**src/rtl/invaders_fleet_pkg.sv**
```systemverilog
// Shared geometry, state encodings and helpers for the invader fleet.
package invaders_fleet_pkg;

    localparam int unsigned CELLS       = 20;
    localparam int unsigned CELL_W_LOG2 = 5;
    localparam int unsigned ROW_H_LOG2  = 4;
    localparam int unsigned LINE_W      = 5;
    localparam int unsigned COORD_W     = 10;
    localparam int unsigned PERIOD_W    = 23;
    localparam int unsigned COL_W       = COORD_W - CELL_W_LOG2;
    localparam int unsigned ROW_W       = COORD_W - ROW_H_LOG2;

    typedef enum logic [1:0] {
        ST_IDLE  = 2'd0,
        ST_MARCH = 2'd1,
        ST_WON   = 2'd2,
        ST_LOST  = 2'd3
    } fleet_state_t;

    typedef enum logic {
        DIR_LEFT  = 1'b0,
        DIR_RIGHT = 1'b1
    } fleet_dir_t;

    // Shorten the march period by dec, never dropping below floor and never wrapping.
    function automatic logic [PERIOD_W-1:0] sped_up_period(
        input logic [PERIOD_W-1:0] cur,
        input logic [PERIOD_W-1:0] dec,
        input logic [PERIOD_W-1:0] floor
    );
        logic [PERIOD_W:0] w_limit;
        w_limit = {1'b0, floor} + {1'b0, dec};
        if ({1'b0, cur} >= w_limit) begin
            return cur - dec;
        end
        return floor;
    endfunction

endpackage

```
**src/rtl/invaders_fleet_if.sv**
```systemverilog
// Game-control, bullet and fleet-status signals between the fleet and its neighbours.
interface invaders_fleet_if;
    import invaders_fleet_pkg::*;

    logic                 clear;
    logic                 start;
    logic                 enable;
    logic [COORD_W-1:0]   bullet_x;
    logic [COORD_W-1:0]   bullet_y;
    logic                 bullet_flying;
    logic [CELLS-1:0]     invaders_array;
    logic [LINE_W-1:0]    invaders_line;
    logic                 hit;
    logic                 all_dead;
    logic                 reached_bottom;

    modport master (
        output clear, start, enable, bullet_x, bullet_y, bullet_flying,
        input  invaders_array, invaders_line, hit, all_dead, reached_bottom
    );

    modport slave (
        input  clear, start, enable, bullet_x, bullet_y, bullet_flying,
        output invaders_array, invaders_line, hit, all_dead, reached_bottom
    );

endinterface

```
**src/rtl/invaders_fleet_step_timer.sv**
```systemverilog
// March-period timer: pulses step_tick once every period running cycles.
module fleet_step_timer
    import invaders_fleet_pkg::*;
#(
    parameter logic [PERIOD_W-1:0] INIT_PERIOD = 23'd6_000_000
) (
    input  logic                clk,
    input  logic                reset,
    input  logic                clear,
    input  logic                run,
    input  logic [PERIOD_W-1:0] period,
    output logic                step_tick
);

    logic [PERIOD_W-1:0] r_count;
    logic [PERIOD_W-1:0] r_period;
    logic                w_wrap;

    // A new period is only adopted at a wrap so a running interval is never cut short.
    assign w_wrap    = run && (r_count == (r_period - PERIOD_W'(1)));
    assign step_tick = w_wrap;

    // Counter and active-period registers.
    always_ff @(posedge clk or posedge reset) begin
        if (reset) begin
            r_count  <= '0;
            r_period <= INIT_PERIOD;
        end else if (clear) begin
            r_count  <= '0;
            r_period <= INIT_PERIOD;
        end else if (run) begin
            if (w_wrap) begin
                r_count  <= '0;
                r_period <= period;
            end else begin
                r_count  <= r_count + PERIOD_W'(1);
            end
        end
    end

endmodule

```
**src/rtl/invaders_fleet.sv**
```systemverilog
// Invader fleet: marches, descends at the screen edges, takes bullet hits, reports win/lose.
module invaders_fleet
    import invaders_fleet_pkg::*;
#(
    parameter logic [CELLS-1:0]    INIT_ARRAY  = 20'b00101010101010101010,
    parameter logic [LINE_W-1:0]   INIT_LINE   = 5'd4,
    parameter logic [LINE_W-1:0]   BOTTOM_LINE = 5'd24,
    parameter logic [PERIOD_W-1:0] STEP_TICKS  = 23'd6_000_000,
    parameter logic [PERIOD_W-1:0] STEP_DEC    = 23'd400_000,
    parameter logic [PERIOD_W-1:0] STEP_MIN    = 23'd600_000
) (
    input  logic             clk,
    input  logic             reset,
    invaders_fleet_if.slave  bus
);

    fleet_state_t        r_state, w_state_nxt;
    fleet_dir_t          r_dir, w_dir_nxt;
    logic [CELLS-1:0]    r_array, w_array_nxt;
    logic [LINE_W-1:0]   r_line, w_line_nxt;
    logic [PERIOD_W-1:0] r_period, w_period_nxt;
    logic                r_lock, w_lock_nxt;
    logic                r_hit, w_hit_nxt;
    logic                r_all_dead;
    logic                r_reached_bottom;

    logic                w_run;
    logic                w_step_tick;
    logic [COL_W-1:0]    w_col;
    logic [ROW_W-1:0]    w_row;
    logic                w_col_ok;
    logic                w_cell_live;
    logic                w_hit_now;
    logic [CELLS-1:0]    w_kill_array;
    logic                w_unused_bits;

    assign w_run = (r_state == ST_MARCH) && bus.enable;

    fleet_step_timer #(
        .INIT_PERIOD (STEP_TICKS)
    ) u_timer (
        .clk       (clk),
        .reset     (reset),
        .clear     (bus.clear),
        .run       (w_run),
        .period    (r_period),
        .step_tick (w_step_tick)
    );

    // Bullet-to-cell mapping; sub-cell pixel bits do not matter.
    assign w_col         = bus.bullet_x[COORD_W-1:CELL_W_LOG2];
    assign w_row         = bus.bullet_y[COORD_W-1:ROW_H_LOG2];
    assign w_unused_bits = ^{bus.bullet_x[CELL_W_LOG2-1:0], bus.bullet_y[ROW_H_LOG2-1:0]};
    assign w_col_ok      = (w_col < COL_W'(CELLS));
    assign w_cell_live   = w_col_ok && r_array[w_col];
    assign w_hit_now     = (r_state == ST_MARCH) && bus.bullet_flying && !r_lock
                           && (w_row == ROW_W'(r_line)) && w_cell_live;
    assign w_kill_array  = w_hit_now ? (r_array & ~(CELLS'(1) << w_col)) : r_array;

    // Next-state: kill first, then step the surviving fleet; clear overrides everything.
    always_comb begin
        w_state_nxt  = r_state;
        w_dir_nxt    = r_dir;
        w_array_nxt  = r_array;
        w_line_nxt   = r_line;
        w_period_nxt = r_period;
        w_lock_nxt   = r_lock && bus.bullet_flying;
        w_hit_nxt    = 1'b0;

        case (r_state)
            ST_IDLE: begin
                if (bus.start) begin
                    w_state_nxt = ST_MARCH;
                end
            end
            ST_MARCH: begin
                w_array_nxt = w_kill_array;
                if (w_hit_now) begin
                    w_hit_nxt    = 1'b1;
                    w_lock_nxt   = 1'b1;
                    w_period_nxt = sped_up_period(r_period, STEP_DEC, STEP_MIN);
                end
                if (w_step_tick) begin
                    if (r_dir == DIR_RIGHT) begin
                        if (!w_kill_array[CELLS-1]) begin
                            w_array_nxt = w_kill_array << 1;
                        end else begin
                            w_line_nxt = r_line + LINE_W'(1);
                            w_dir_nxt  = DIR_LEFT;
                        end
                    end else begin
                        if (!w_kill_array[0]) begin
                            w_array_nxt = w_kill_array >> 1;
                        end else begin
                            w_line_nxt = r_line + LINE_W'(1);
                            w_dir_nxt  = DIR_RIGHT;
                        end
                    end
                end
                if (w_kill_array == '0) begin
                    w_state_nxt = ST_WON;
                end else if (w_line_nxt == BOTTOM_LINE) begin
                    w_state_nxt = ST_LOST;
                end
            end
            default: ;
        endcase

        if (bus.clear) begin
            w_state_nxt  = ST_IDLE;
            w_dir_nxt    = DIR_RIGHT;
            w_array_nxt  = INIT_ARRAY;
            w_line_nxt   = INIT_LINE;
            w_period_nxt = STEP_TICKS;
            w_lock_nxt   = 1'b0;
            w_hit_nxt    = 1'b0;
        end
    end

    // State and output registers.
    always_ff @(posedge clk or posedge reset) begin
        if (reset) begin
            r_state          <= ST_IDLE;
            r_dir            <= DIR_RIGHT;
            r_array          <= INIT_ARRAY;
            r_line           <= INIT_LINE;
            r_period         <= STEP_TICKS;
            r_lock           <= 1'b0;
            r_hit            <= 1'b0;
            r_all_dead       <= 1'b0;
            r_reached_bottom <= 1'b0;
        end else begin
            r_state          <= w_state_nxt;
            r_dir            <= w_dir_nxt;
            r_array          <= w_array_nxt;
            r_line           <= w_line_nxt;
            r_period         <= w_period_nxt;
            r_lock           <= w_lock_nxt;
            r_hit            <= w_hit_nxt;
            r_all_dead       <= (w_state_nxt == ST_WON);
            r_reached_bottom <= (w_state_nxt == ST_LOST);
        end
    end

    assign bus.invaders_array = r_array;
    assign bus.invaders_line  = r_line;
    assign bus.hit            = r_hit;
    assign bus.all_dead       = r_all_dead;
    assign bus.reached_bottom = r_reached_bottom;

endmodule

```
**src/flat_wrapper.sv**
```systemverilog
// flat-port wrapper written by rule: the top's interface ports become plain ports
module invaders_fleet_flat import invaders_fleet_pkg::*;
#(
    parameter logic [CELLS-1:0]    INIT_ARRAY  = 20'b00101010101010101010,
    parameter logic [LINE_W-1:0]   INIT_LINE   = 5'd4,
    parameter logic [LINE_W-1:0]   BOTTOM_LINE = 5'd24,
    parameter logic [PERIOD_W-1:0] STEP_TICKS  = 23'd6_000_000,
    parameter logic [PERIOD_W-1:0] STEP_DEC    = 23'd400_000,
    parameter logic [PERIOD_W-1:0] STEP_MIN    = 23'd600_000
)
  (clk, reset, bus_clear, bus_start, bus_enable, bus_bullet_x, bus_bullet_y, bus_bullet_flying, bus_invaders_array, bus_invaders_line, bus_hit, bus_all_dead, bus_reached_bottom);
  invaders_fleet_if bus_i ();
  input  logic clk;
  input  logic reset;
  input wire logic [$bits(bus_i.clear)-1:0] bus_clear;
  input wire logic [$bits(bus_i.start)-1:0] bus_start;
  input wire logic [$bits(bus_i.enable)-1:0] bus_enable;
  input wire logic [$bits(bus_i.bullet_x)-1:0] bus_bullet_x;
  input wire logic [$bits(bus_i.bullet_y)-1:0] bus_bullet_y;
  input wire logic [$bits(bus_i.bullet_flying)-1:0] bus_bullet_flying;
  output wire logic [$bits(bus_i.invaders_array)-1:0] bus_invaders_array;
  output wire logic [$bits(bus_i.invaders_line)-1:0] bus_invaders_line;
  output wire logic [$bits(bus_i.hit)-1:0] bus_hit;
  output wire logic [$bits(bus_i.all_dead)-1:0] bus_all_dead;
  output wire logic [$bits(bus_i.reached_bottom)-1:0] bus_reached_bottom;
  assign bus_i.clear = bus_clear;
  assign bus_i.start = bus_start;
  assign bus_i.enable = bus_enable;
  assign bus_i.bullet_x = bus_bullet_x;
  assign bus_i.bullet_y = bus_bullet_y;
  assign bus_i.bullet_flying = bus_bullet_flying;
  assign bus_invaders_array = bus_i.invaders_array;
  assign bus_invaders_line = bus_i.invaders_line;
  assign bus_hit = bus_i.hit;
  assign bus_all_dead = bus_i.all_dead;
  assign bus_reached_bottom = bus_i.reached_bottom;
  invaders_fleet #(.INIT_ARRAY(INIT_ARRAY), .INIT_LINE(INIT_LINE), .BOTTOM_LINE(BOTTOM_LINE), .STEP_TICKS(STEP_TICKS), .STEP_DEC(STEP_DEC), .STEP_MIN(STEP_MIN)) u_core (.clk(clk), .reset(reset), .bus(bus_i));
endmodule
```
**config.mk**
```make
export PLATFORM = sky130hd
export DESIGN_NAME = invaders_fleet_flat
export DESIGN_NICKNAME = d
export VERILOG_FILES = /design/src/rtl/invaders_fleet_pkg.sv /design/src/rtl/invaders_fleet_if.sv /design/src/rtl/invaders_fleet_step_timer.sv /design/src/rtl/invaders_fleet.sv /design/src/flat_wrapper.sv
export SDC_FILE = /design/constraint.sdc
export NUM_CORES = 1
export LEC_CHECK = 0
export BUFFER_PORTS_ARGS = -buffer_cell sky130_fd_sc_hd__buf_2
export CAP_MARGIN = 20
export CORE_MARGIN = 5
export CORE_UTILIZATION = 59
export DETAILED_ROUTE_END_ITERATION = 10
export GPL_ROUTABILITY_DRIVEN = 0
export PLACE_DENSITY_LB_ADDON = 0.05
export SYNTH_ARGS = -nofsm -noshare
export SYNTH_HDL_FRONTEND = slang
export SYNTH_SLANG_ARGS = --single-unit
```
**constraint.sdc**
```tcl
create_clock -name clk -period 4.85 [get_ports clk]
set_input_delay 0.2425 -clock clk [delete_from_list [all_inputs] [get_ports clk]]
set_output_delay 0.2425 -clock clk [all_outputs]
set_load 0.02 [all_outputs]
```
# Word-level counts from Yosys, hierarchy flattened
# Index checks and enable logic that the tools add are counted.
# W data, S select, Z words.
# op_classes
n_mux	47
n_bitwise	2
n_addsub	4
n_div	0
n_lt_le_gt_ge	3
shift	1
reduce_logical	18
n_mul	0
n_eq_ne	6
# op_table
operator	count
$mux W23	11
$mux W20	7
$mux W5	7
$add A23 B1 Y23 const B	1
$eq A23 B23 Y1	1
$ge A23 B20 Y1 const B	1
$sub A23 B1 Y23 const B	1
$sub A23 B19 Y23 const B	1
$and A20 B20 Y20	1
$logic_not A20 Y1	1
$not A20 Y20	1
$shl A1 B5 Y20 const A	1
$mux W1	16
$logic_and A1 B1 Y1	8
$mux W2	4
$reduce_bool A2 Y1	4
$eq A6 B5 Y1	1
$lt A5 B6 Y1 const B	1
$reduce_and A2 Y1	3
$add A5 B1 Y5 const B	1
$bmux W1 S5	1
$eq A5 B5 Y1 const B	1
$lt A5 B5 Y1 const B	1
$eq A2 B2 Y1 const B	2
other kinds (4)	4
# word_totals
ramBits	0
latchBits	0
output_inout_bits	28
register_bits	101
inputBits	26
word_cells	92
memories	0
mem_bits_ro	0

# Longest topological paths before layout
# depth
ltp_word	16
ltp_mapped	13
ltp_nobuf	10

# By module
# A second synthesis with hierarchy kept.
# hier_totals
hier_cells	764
area_unflattened_um2	6717.7
# by_module_without_submodules
mod	instances	area_per_inst_um2	cells_per_inst
invaders_fleet	1	3444.6	395
fleet_step_timer	1	3273.1	369

# Worst setup path after synthesis
# Ideal clock, no wire load.
# synth_path
path_kind	reg2reg
start	reg u_core.u_timer.r_period[5]
end	reg u_core.r_reached_bottom, in the netlist u_core.bus.reached_bottom
setup_time_ns	0.087
t_arrival_ns	2.924
stages_incl_launch_ff	12
slack_ns	1.839
required_ns	4.763
path_cell_list	dfrtp_1 > clkbuf_1 > inv_1 > ha_1 > nor4b_2 > and3_1 > o2111ai_1 > a311o_1 > or4_4 > nor4_2 > a211oi_2 > a211oi_2
# synth_between
elab_chain_len	11
# synth_lines
item	line_no	text
start: declaration	invaders_fleet_step_timer.sv:16	logic [PERIOD_W-1:0] r_period;
start signal: assignment	invaders_fleet_step_timer.sv:34	r_period <= period;
$sub A23 B1 Y23	invaders_fleet_step_timer.sv:20	assign w_wrap = run && (r_count == (r_period - PERIOD_W'(1)));
$eq A23 B23 Y1	invaders_fleet_step_timer.sv:20	
$logic_and A1 B1 Y1	invaders_fleet_step_timer.sv:20	
$mux W5	invaders_fleet.sv:83	if (w_step_tick) begin
$mux W5	invaders_fleet.sv:70	case (r_state)
$eq A5 B5 Y1	invaders_fleet.sv:102	end else if (w_line_nxt == BOTTOM_LINE) begin
$mux W2	invaders_fleet.sv:102	
$mux W2	invaders_fleet.sv:100	if (w_kill_array == '0) begin
$pmux W2 S2	invaders_fleet.sv:70	
$mux W2	invaders_fleet.sv:109	if (bus.clear) begin
$eq A2 B2 Y1	invaders_fleet.sv:141	r_reached_bottom <= (w_state_nxt == ST_LOST);
end signal: assignment	invaders_fleet.sv:141	
end: declaration	invaders_fleet.sv:25	logic r_reached_bottom;
# Every way passes these cells. The select of a mux whose other input is x is not followed.
# A chain may end at the register's enable or synchronous reset.

# Worst setup path in the final report
# layout_path
start	reg u_core.u_timer.r_period[5]
end	reg u_core.r_dir
# layout_between
elab_chain_len	5
# layout_lines
item	line_no	text
$sub A23 B1 Y23	invaders_fleet_step_timer.sv:20	
$eq A23 B23 Y1	invaders_fleet_step_timer.sv:20	
$logic_and A1 B1 Y1	invaders_fleet_step_timer.sv:20	
$reduce_bool A2 Y1 (no line)	-	
$reduce_and A2 Y1 (no line)	-	
end signal: assignment	invaders_fleet.sv:134	r_dir <= w_dir_nxt;
end: declaration	invaders_fleet.sv:18	fleet_dir_t r_dir, w_dir_nxt;
# Every way passes these cells.

==> run metrics <==
Antenna Violating Nets Remaining=0; Power Density=215 nW/um^2; final routed wire length divided by cell count=18.1 um; first element of the critical path=u_core.u_timer.r_period[5]; number of instances in the synthesized netlist=698; Die Wd=111 um; Overflow after GRT=0; drt initial violations=409; highest-utilization routing layer at the global route stage=met2; setup slack of the worst register-to-register path=1.14 ns; worst r2r dst=u_core.r_dir; placement row count=36; summed negative setup slack over all endpoints=0 ns; total power after layout=1.38 mW; total setup violations reported at the end of the flow=0; Psw=0.343 mW; data required time of the worst path=5.15 ns; fraction of synthesis flops using an asynchronous set or reset pin=100%; nature of the critical path endpoint=flop; Total Routing Usage GR=25.4%; area of the die=12200 um^2; crit-path leading delay family=simple AND/OR/NAND/NOR gates; wire length of the first global-routing pass=26.1 mm; number of hold-slack violations in the final timing report=21; RR Startpoint=u_core.u_timer.r_period[5]; syn nets=728; Worst IR Drop VDD=141 uV; Fmax=0.270 GHz; slowest cell delay on critical path=0.58 ns; H-tree depth=3; most used cells in the layout excluding fill and tap cells=75 x nand2_1, 64 x nor2_1, 59 x dfrtp_1, 44 x buf_2, 42 x o21ai_0; number of diodes added for antenna fixing=0; cells traversed along the worst timing path=inv_1 > ha_1 > nor4b_2 > and3_1 > o2111ai_1 > a311o_1 > or4_4 > nor2_4 > buf_4 > a21oi_1 > a311o_1; static power due to leakage=2.53 nW; initial antenna violation count=0; largest net degree at the start of global routing=47; Chip Height=111 um; shortest clock period the worst path allows after layout=3.71 ns; clock tree root driver cell=clkbuf_8; per-cell via count in the routed design=6.41; clock transition at the registers of the reported paths=0.09 ns; Top FF cell, synth=dfrtp_1; TritonCTS clock tree=built; Sink Count=90; vias in the first global route=5319; Non-Filler Cell Area, Final=6430 um^2; Setup Crit Path Kind=flop to flop; met1 Usage GRT=32.9%; internal power contribution=1.04 mW; Bufs on Longest Clock Path=2; worst hold slack after final layout=-0.00982 ns; I/O pin cnt=54; fraction of power spent switching nets=24.8%; cts-stage hold buffer count=0; proportion of synthesized chip area in sequential cells=38.4%; detailed-placement wirelength estimate=11.2 mm; Max Cap Violations=0; commonest non-fill, non-tap cell in the layout=nand2_1; CP most frequent cell=a311o_1; detailed-route via count=5491; number of post-CTS setup repair buffers=0; power share of the clock group=37.1%; worst-path fanout max=30; termination of the worst setup path=u_core.r_dir; Placed Instance Area=6240 um^2; # port buffers=44; ratio of cells with drive above 1 in the final layout=17.4%; met2 global-route usage=41.9%; total of cells resized after clock tree synthesis=0; length of the first detailed-routing pass in iterations=5; number of distinct library cells after synthesis=71; number of nets in the layout=748; Setup WS pre-CTS=1.20 ns; insertion delay of the later-clocked pin in the worst-skew pair=0.37 ns; CTS Buf Count=9; normalized max-slew margin=25.8%; RSZ-0062 raised after global routing=false; data arrival time of the critical path=4.00 ns; Total Routed Length=15.5 mm; global-route met3 utilization=4.27%; number of buffer and inverter instances along the worst setup path=2; part of the total power dissipated in combinational logic=7.5%; crit path setup slack, layout=1.14 ns; number of gates on the worst path with buffers counted=11; cell depth of the worst flop-to-flop path=11; post-route fraction of the period consumed by the critical path=76.5%; final-report max-slew violation count=0; placeable core region=9820 um^2; number of remaining DRC errors=0; Synth Area per Inst=8.56 um^2; fraction of power consumed by sequential logic=55.4%; number of synthesized flops with an enable pin=0; outcome=finished, violations left; violations in the final reports=hold timing; worst hold path type=input port to asynchronous set/reset pin; count of synthesis-stage warnings from yosys=0; final clock skew=0.00780 ns; Syn-to-layout area delta=7.69%; initial core utilization=60.8%; cell area after synthesis=5970 um^2; Yosys reg bits=90; actual slew at the worst max-slew pin=1.11 ns; slowest cell on the critical path=or4_4; crit path launch type=flop
==> logic make-up (layout without fill, tap and decap cells) <==
kind of cell	Yosys count	count (layout)	share of synthesized area (%)
AOI/OAI and AO/OA	178	178	20.1
xor gates and xnor gates	49	49	7.18
adders and majority gates	4	4	0.838
buffers and inverters	66	91	4.82
DFF	90	90	38.4
muxes	9	9	2.16
and+or+nand+nor	302	302	26.6
==> power groups by stage <==
stage                     combinational (mW)  clock, mW  sequential, mW
after floorplan                       0.0767          0           0.775
after global placement                 0.101          0           0.780
after detailed placement               0.103          0           0.780
after CTS                              0.104      0.523           0.766
after global routing                   0.117      0.559           0.767
final                                  0.103      0.513           0.766
==> sequential cells by signal (all words and copies together) (netlist names) <==
name and flops:
u_core.bus.all_dead 1, u_core.bus.hit 1, u_core.bus.invaders_array 20, u_core.bus.invaders_line 5, u_core.bus.reached_bottom 1, u_core.r_dir 1, u_core.r_lock 1, u_core.r_period 17
u_core.r_state 2, u_core.u_timer.r_count 23, u_core.u_timer.r_period 18
==> synth_stat cells (6+ instances only) <==
cell / count / area (um^2)
a221oi_1: 7 / 61.3
nand2_1: 75 / 282
o211ai_1: 15 / 113
o2111ai_1: 7 / 61.3
nor2b_1: 12 / 75.1
inv_1: 20 / 75.1
xnor2_1: 25 / 219
o21ai_0: 42 / 210
nor4_1: 15 / 93.8
nor2_1: 64 / 240
o221ai_1: 6 / 52.6
a22o_1: 6 / 52.6
a21oi_1: 41 / 205
nand4_1: 9 / 56.3
and4_1: 6 / 52.6
nand3b_1: 6 / 45.0
dfrtp_1: 59 / 1480
clkbuf_1: 25 / 93.8
and3_1: 7 / 43.8
dfstp_2: 31 / 815
nand2b_1: 12 / 75.1
buf_2: 10 / 50.1
or3_1: 8 / 50.1
nor3_1: 22 / 110
xor2_1: 24 / 210
nand3_1: 30 / 150
==> through the flow <==
stage          hold WS, ns  instances  utilization [%]
2_1_floorplan        0.379        698                -
3_3_place_gp         0.399        840             63.5
3_5_place_dp         0.404        840             63.5
4_1_cts             0.0188        856             65.5
5_1_grt             0.0482        856             65.5
6_report          -0.00982        856             65.5
==> worst register-to-register path, stage by stage, from the launching register on <==
cell	delay, ns
dfrtp_1	0.48
inv_1	0.12
ha_1	0.26
nor4b_2	0.52
and3_1	0.25
o2111ai_1	0.12
a311o_1	0.38
or4_4	0.58
nor2_4	0.15
buf_4	0.33
a21oi_1	0.12
a311o_1	0.33
==> cell type report <==
type,count,area (um^2)
Multi-Input combinational cell,542,3400
Fill cell,862,3390
Sequential cell,90,2290
Timing Repair Buffer,55,303
Tap cell,133,166
Clock buffer,11,141
Inverter,20,76.3
Clock inverter,5,53.8
==> worst min path at each step <==
stage | start | to | slack [ns] | cells past startpoint
final | reset | u_core.r_lock | -0.01 | 2
after global routing | reset | u_core.r_state[1] | 0.05 | 2
after CTS | reset | u_core.bus.invaders_line[3] | 0.02 | 2
after detailed placement | reset | u_core.u_timer.r_count[16] | 0.40 | 2
after global placement | reset | u_core.u_timer.r_count[20] | 0.40 | 2
after floorplan | bus_bullet_flying | u_core.r_lock | 0.38 | 2
==> metal layers <==
layer | vias up | share of wire [%]
li1 | 2594 | -
met1 | 2688 | 43
met2 | 173 | 49
met3 | 36 | 5.5
met4 | 0 | 2.7
met5 | - | 0
Power figures use the tool's default switching activity.
